## src/rtl/apb_cmd_master.sv

```systemverilog
// ---------------------------------------------------------------------------
// apb_cmd_master
//
// APB3 initiator. Accepts one command at a time over a valid/ready handshake,
// runs the SETUP and ACCESS phases on the APB bus, honours PREADY wait states
// and returns PRDATA/PSLVERR on a valid/ready response handshake. A slave that
// holds PREADY low for TIMEOUT_CYCLES ACCESS cycles is abandoned and the
// transfer is reported as an error with rsp_timeout_o set.
//
// Ports
//   HCLK, HRESET           clock (rising edge), async active-high reset
//   req_valid_i/ready_o    command handshake
//   req_write_i            1 = write, 0 = read
//   req_addr_i             byte address
//   req_wdata_i            write data
//   rsp_valid_o/ready_i    response handshake
//   rsp_rdata_o            read data (0 for writes and timeouts)
//   rsp_err_o              PSLVERR at completion, or 1 on timeout
//   rsp_timeout_o          transfer aborted by the wait-state timeout
//   busy_o                 a command is in flight (not IDLE)
//   PADDR..PENABLE         APB request signals
//   PRDATA, PREADY,PSLVERR APB completion signals
// ---------------------------------------------------------------------------
module apb_cmd_master #(
    parameter int APB_ADDR_WIDTH = 12,
    parameter int TIMEOUT_CYCLES = 16
) (
    input  logic                      HCLK,
    input  logic                      HRESET,
    input  logic                      req_valid_i,
    output logic                      req_ready_o,
    input  logic                      req_write_i,
    input  logic [APB_ADDR_WIDTH-1:0] req_addr_i,
    input  logic [31:0]               req_wdata_i,
    output logic                      rsp_valid_o,
    input  logic                      rsp_ready_i,
    output logic [31:0]               rsp_rdata_o,
    output logic                      rsp_err_o,
    output logic                      rsp_timeout_o,
    output logic                      busy_o,
    output logic [APB_ADDR_WIDTH-1:0] PADDR,
    output logic [31:0]               PWDATA,
    output logic                      PWRITE,
    output logic                      PSEL,
    output logic                      PENABLE,
    input  logic [31:0]               PRDATA,
    input  logic                      PREADY,
    input  logic                      PSLVERR
);

    localparam int CNT_W = (TIMEOUT_CYCLES > 0) ? $clog2(TIMEOUT_CYCLES + 1) : 1;
    localparam logic [CNT_W-1:0] CNT_MAX   = '1;
    // Counter value seen during the last permitted ACCESS cycle: the counter
    // holds the number of earlier wait cycles, so the N-th cycle sees N-1.
    localparam logic [CNT_W-1:0] LAST_WAIT = CNT_W'((TIMEOUT_CYCLES > 0) ? TIMEOUT_CYCLES - 1 : 0);
    localparam bit               TO_EN     = (TIMEOUT_CYCLES != 0);

    typedef enum logic [1:0] {
        IDLE   = 2'd0,
        SETUP  = 2'd1,
        ACCESS = 2'd2,
        RESP   = 2'd3
    } state_t;

    state_t                    state_q, state_d;
    logic [APB_ADDR_WIDTH-1:0] paddr_q, paddr_d;
    logic [31:0]               pwdata_q, pwdata_d;
    logic                      pwrite_q, pwrite_d;
    logic [31:0]               rdata_q, rdata_d;
    logic                      err_q, err_d;
    logic                      tout_q, tout_d;
    logic [CNT_W-1:0]          wait_cnt_q, wait_cnt_d;
    logic                      timeout_hit;

    // A PREADY in the threshold cycle wins over the timeout.
    assign timeout_hit = TO_EN && !PREADY && (wait_cnt_q == LAST_WAIT);

    // ---------------- FSM: state register ----------------
    always_ff @(posedge HCLK or posedge HRESET) begin
        if (HRESET) begin
            state_q <= IDLE;
        end else begin
            state_q <= state_d;
        end
    end

    // ---------------- FSM: next state ----------------
    always_comb begin
        state_d = state_q;
        case (state_q)
            IDLE:    if (req_valid_i)                state_d = SETUP;
            SETUP:                                   state_d = ACCESS;
            ACCESS:  if (PREADY || timeout_hit)      state_d = RESP;
            RESP:    if (rsp_ready_i)                state_d = IDLE;
            default:                                 state_d = IDLE;
        endcase
    end

    // ---------------- FSM: outputs ----------------
    // Decoded from the registered state so PSEL/PENABLE fall together with
    // the asynchronous reset.
    always_comb begin
        req_ready_o = 1'b0;
        PSEL        = 1'b0;
        PENABLE     = 1'b0;
        rsp_valid_o = 1'b0;
        busy_o      = 1'b1;
        case (state_q)
            IDLE: begin
                req_ready_o = 1'b1;
                busy_o      = 1'b0;
            end
            SETUP:   PSEL = 1'b1;
            ACCESS: begin
                PSEL    = 1'b1;
                PENABLE = 1'b1;
            end
            RESP:    rsp_valid_o = 1'b1;
            default: busy_o = 1'b0;
        endcase
    end

    // ---------------- command / response datapath ----------------
    always_comb begin
        paddr_d    = paddr_q;
        pwdata_d   = pwdata_q;
        pwrite_d   = pwrite_q;
        rdata_d    = rdata_q;
        err_d      = err_q;
        tout_d     = tout_q;
        wait_cnt_d = wait_cnt_q;
        case (state_q)
            IDLE: begin
                if (req_valid_i) begin
                    paddr_d  = req_addr_i;
                    pwrite_d = req_write_i;
                    pwdata_d = req_write_i ? req_wdata_i : 32'd0;
                end
            end
            SETUP: begin
                wait_cnt_d = '0;
            end
            ACCESS: begin
                if (PREADY) begin
                    rdata_d = pwrite_q ? 32'd0 : PRDATA;
                    err_d   = PSLVERR;
                    tout_d  = 1'b0;
                end else begin
                    if (wait_cnt_q != CNT_MAX) begin
                        wait_cnt_d = wait_cnt_q + CNT_W'(1);
                    end
                    if (timeout_hit) begin
                        rdata_d = 32'd0;
                        err_d   = 1'b1;
                        tout_d  = 1'b1;
                    end
                end
            end
            default: ;
        endcase
    end

    always_ff @(posedge HCLK or posedge HRESET) begin
        if (HRESET) begin
            paddr_q    <= '0;
            pwdata_q   <= '0;
            pwrite_q   <= 1'b0;
            rdata_q    <= '0;
            err_q      <= 1'b0;
            tout_q     <= 1'b0;
            wait_cnt_q <= '0;
        end else begin
            paddr_q    <= paddr_d;
            pwdata_q   <= pwdata_d;
            pwrite_q   <= pwrite_d;
            rdata_q    <= rdata_d;
            err_q      <= err_d;
            tout_q     <= tout_d;
            wait_cnt_q <= wait_cnt_d;
        end
    end

    assign PADDR         = paddr_q;
    assign PWDATA        = pwdata_q;
    assign PWRITE        = pwrite_q;
    assign rsp_rdata_o   = rdata_q;
    assign rsp_err_o     = err_q;
    assign rsp_timeout_o = tout_q;

endmodule

```

## config.mk

```make
export PLATFORM = sky130hd
export DESIGN_NAME = apb_cmd_master
export DESIGN_NICKNAME = d
export VERILOG_FILES = /design/src/rtl/apb_cmd_master.sv
export SDC_FILE = /design/constraint.sdc
export NUM_CORES = 1
export LEC_CHECK = 0
export BUFFER_PORTS_ARGS = -buffer_cell sky130_fd_sc_hd__clkbuf_2
export CAP_MARGIN = 30
export CORE_AREA = 4 4 65 127
export CTS_CLUSTER_DIAMETER = 30
export CTS_CLUSTER_SIZE = 28
export DETAILED_ROUTE_END_ITERATION = 8
export DIE_AREA = 0 0 69 131
export GPL_ROUTABILITY_DRIVEN = 0
export PLACE_DENSITY = 0.86
export SLEW_MARGIN = 40
export SYNTH_ARGS = -nofsm -noshare
export SYNTH_HDL_FRONTEND = slang
export SYNTH_SLANG_ARGS = --single-unit
```

## constraint.sdc

```tcl
create_clock -name HCLK -period 3.6 [get_ports HCLK]
set_input_delay 0.18 -clock HCLK [delete_from_list [all_inputs] [get_ports HCLK]]
set_output_delay 0.18 -clock HCLK [all_outputs]
set_load 0.1 [all_outputs]
```

==> run metrics <==
Yosys reg bits 86; port bufs 166; setup violators final 0; row count 44; dpl ws 1.46 ns; Final #Nets 608; Syn. warnings 0; clk_lat worst skew 0.34 ns; clk_skew 0.00588 ns; Vias/cell 4.97; grt ovf 0; fin crit share 58.8%; max_cap viols 0; Net Count, Synth 449; status finished, final reports clean; clock root cell clkbuf_16; clock-pin slew on the worst setup and hold paths 0.06 ns; I/O pin cnt 167; worst hold margin 0.0549 ns; die height 131 um; crit-path max FO 44; hold path depth 3; Die W 69 um; Syn Area/Cell 9.90 um^2; type of destination of the critical path register; most frequent cells in the layout clkbuf_2, nand2_1, dfrtp_1; DRC 0; vias in the first global route 3194; Clock Sinks 86; Pins Over Slew Limit 0; CTS tree yes; Yosys cell types 24; CORE AREA 7270 um^2; die area 9040 um^2; first-iteration detailed-routing DRC count 168; Mapped Cells 359; antenna diode count 0; GR Util All Layers 20.3%; Layout area overhead 32.8%; Final WS setup 1.48 ns; Syn Std Cell Area 3550 um^2; hold violation count in the final report 0; Starting Density 48.9%; deepest clock path buffer count 2; HPWL after DPL 6870 um; RSZ-0062 raised after global routing false; commonest non-fill, non-tap cell in the layout clkbuf_2; first-pass GRT wire length 14500 um; Critical Path RT 3.80 ns; FF-to-FF path depth 5; sequential-to-total area share from yosys stat 60.5%; Max Clock Freq 472 MHz; largest net degree at the start of global routing 60; layout cell share with drive strength beyond 1 36.8%; Hold Buf Count CTS 1; multi-input combinational cell area 1240 um^2; nature of the critical path startpoint register; htree depth 3; CTS buffer count 9; DR vias 3054; post-route ant nets 0; CP Class register to register; drt first pass iters 4; FILL cells 619; postcts setup bufs 0; Arr. time, crit path 2.31 ns; number of gates resized after CTS 0; Worst Hold Class primary input to register; Slew @ Worst Pin 0.792 ns; initial antenna violation count 0; WL final 9110 um; headroom to the max-slew limit 47.0%; Fin Setup TNS 0 ns; register area 2150 um^2; wire per inst 14.8 um; min Tclk post-route 2.12 ns
## metrics by stage
stage | cells | instance area, um^2 | util (%)
6_report | 614 | 4720 | 64.9
5_1_grt | 614 | 4720 | 64.9
4_1_cts | 614 | 4720 | 64.9
3_5_place_dp | 598 | 4430 | 61.0
3_3_place_gp | 596 | 4400 | 60.5
2_1_floorplan | 359 | 3550 | -
## critical path, cell delays in order (launching register included)
cell	delay, ns
dfrtp_1	0.41
inv_1	0.09
ha_1	0.28
nand2_2	0.61
buf_4	0.42
o21ai_0	0.16
## layout make-up
type	count	share of cell area (%)
clock buffers	12	5.43
clock inverters	3	0.424
inverters	10	0.901
multi-input cells	239	26.4
flip-flops and latches	86	45.6
well taps	92	2.44
repair buffers	172	18.8
## state kept, by name (all words and copies together) (netlist names)
signal	count
PADDR	12
PWDATA	32
PWRITE	1
rsp_err_o	1
rsp_rdata_o	32
rsp_timeout_o	1
state_q	2
wait_cnt_q	5
## per-layer routing
metal  up-vias  track usage (%)  wire length [um]  part of all wire, %
li1       1480                -                 -                    -
met1      1415             20.7              3150                   35
met2       124             36.1              5020                   55
met3        35             5.21               547                  6.0
met4         0             13.9               388                  4.3
met5         -                0                 0                    0
## kinds of logic (layout without fill, tap and decap cells)
| group | count (synthesis) | count (layout) | synth area share, % |
|---|---|---|---|
| multiplexers | 16 | 16 | 5.03 |
| flip-flops | 86 | 86 | 60.5 |
| adder cells (fa/ha/maj) | 7 | 7 | 2.46 |
| AO/OA/AOI/OAI | 79 | 79 | 11.9 |
| AND/OR/NAND/NOR | 137 | 137 | 15.0 |
| buffers and inverters | 34 | 197 | 5.07 |
## worst paths after layout
kind	start	endpoint	slack, ns
worst max-delay path	state_q[0]$_DFFE_PP0P_	PWDATA[22]$_DFFE_PP0P_	1.48
worst min register to register	PWDATA[1]$_DFFE_PP0P_	PWDATA[1]$_DFFE_PP0P_	0.48
worst max register to register	state_q[0]$_DFFE_PP0P_	PWDATA[22]$_DFFE_PP0P_	1.48
worst min-delay path	PRDATA[24]	rsp_rdata_o[24]$_DFFE_PP0P_	0.05
max in group asynchronous	HRESET	rsp_rdata_o[21]$_DFFE_PP0P_	2.42
min in group asynchronous	HRESET	PWDATA[5]$_DFFE_PP0P_	0.41
## cell usage after synthesis
cell	instances	share of area, %
nand4_1	1	0.18
mux2_1	14	4.4
inv_1	10	1.1
o21ai_1	50	7.0
o32a_1	1	0.28
clkbuf_1	8	0.84
nor3b_2	1	0.35
o21a_1	1	0.21
mux2_2	1	0.32
ha_1	7	2.5
o31ai_1	1	0.21
o21ai_0	18	2.5
buf_2	9	1.3
nor2_1	2	0.21
a22o_1	2	0.49
nand2_1	130	14
a21oi_1	5	0.70
dfrtp_1	86	61
a221oi_2	1	0.42
buf_6	4	1.3
mux2i_1	1	0.28
and3_1	1	0.18
nor2b_1	2	0.35
buf_4	3	0.63
Power is left out: the tool's default activity adds up to more than one toggle a clock period on the data nets, which glitch-free logic cannot reach.
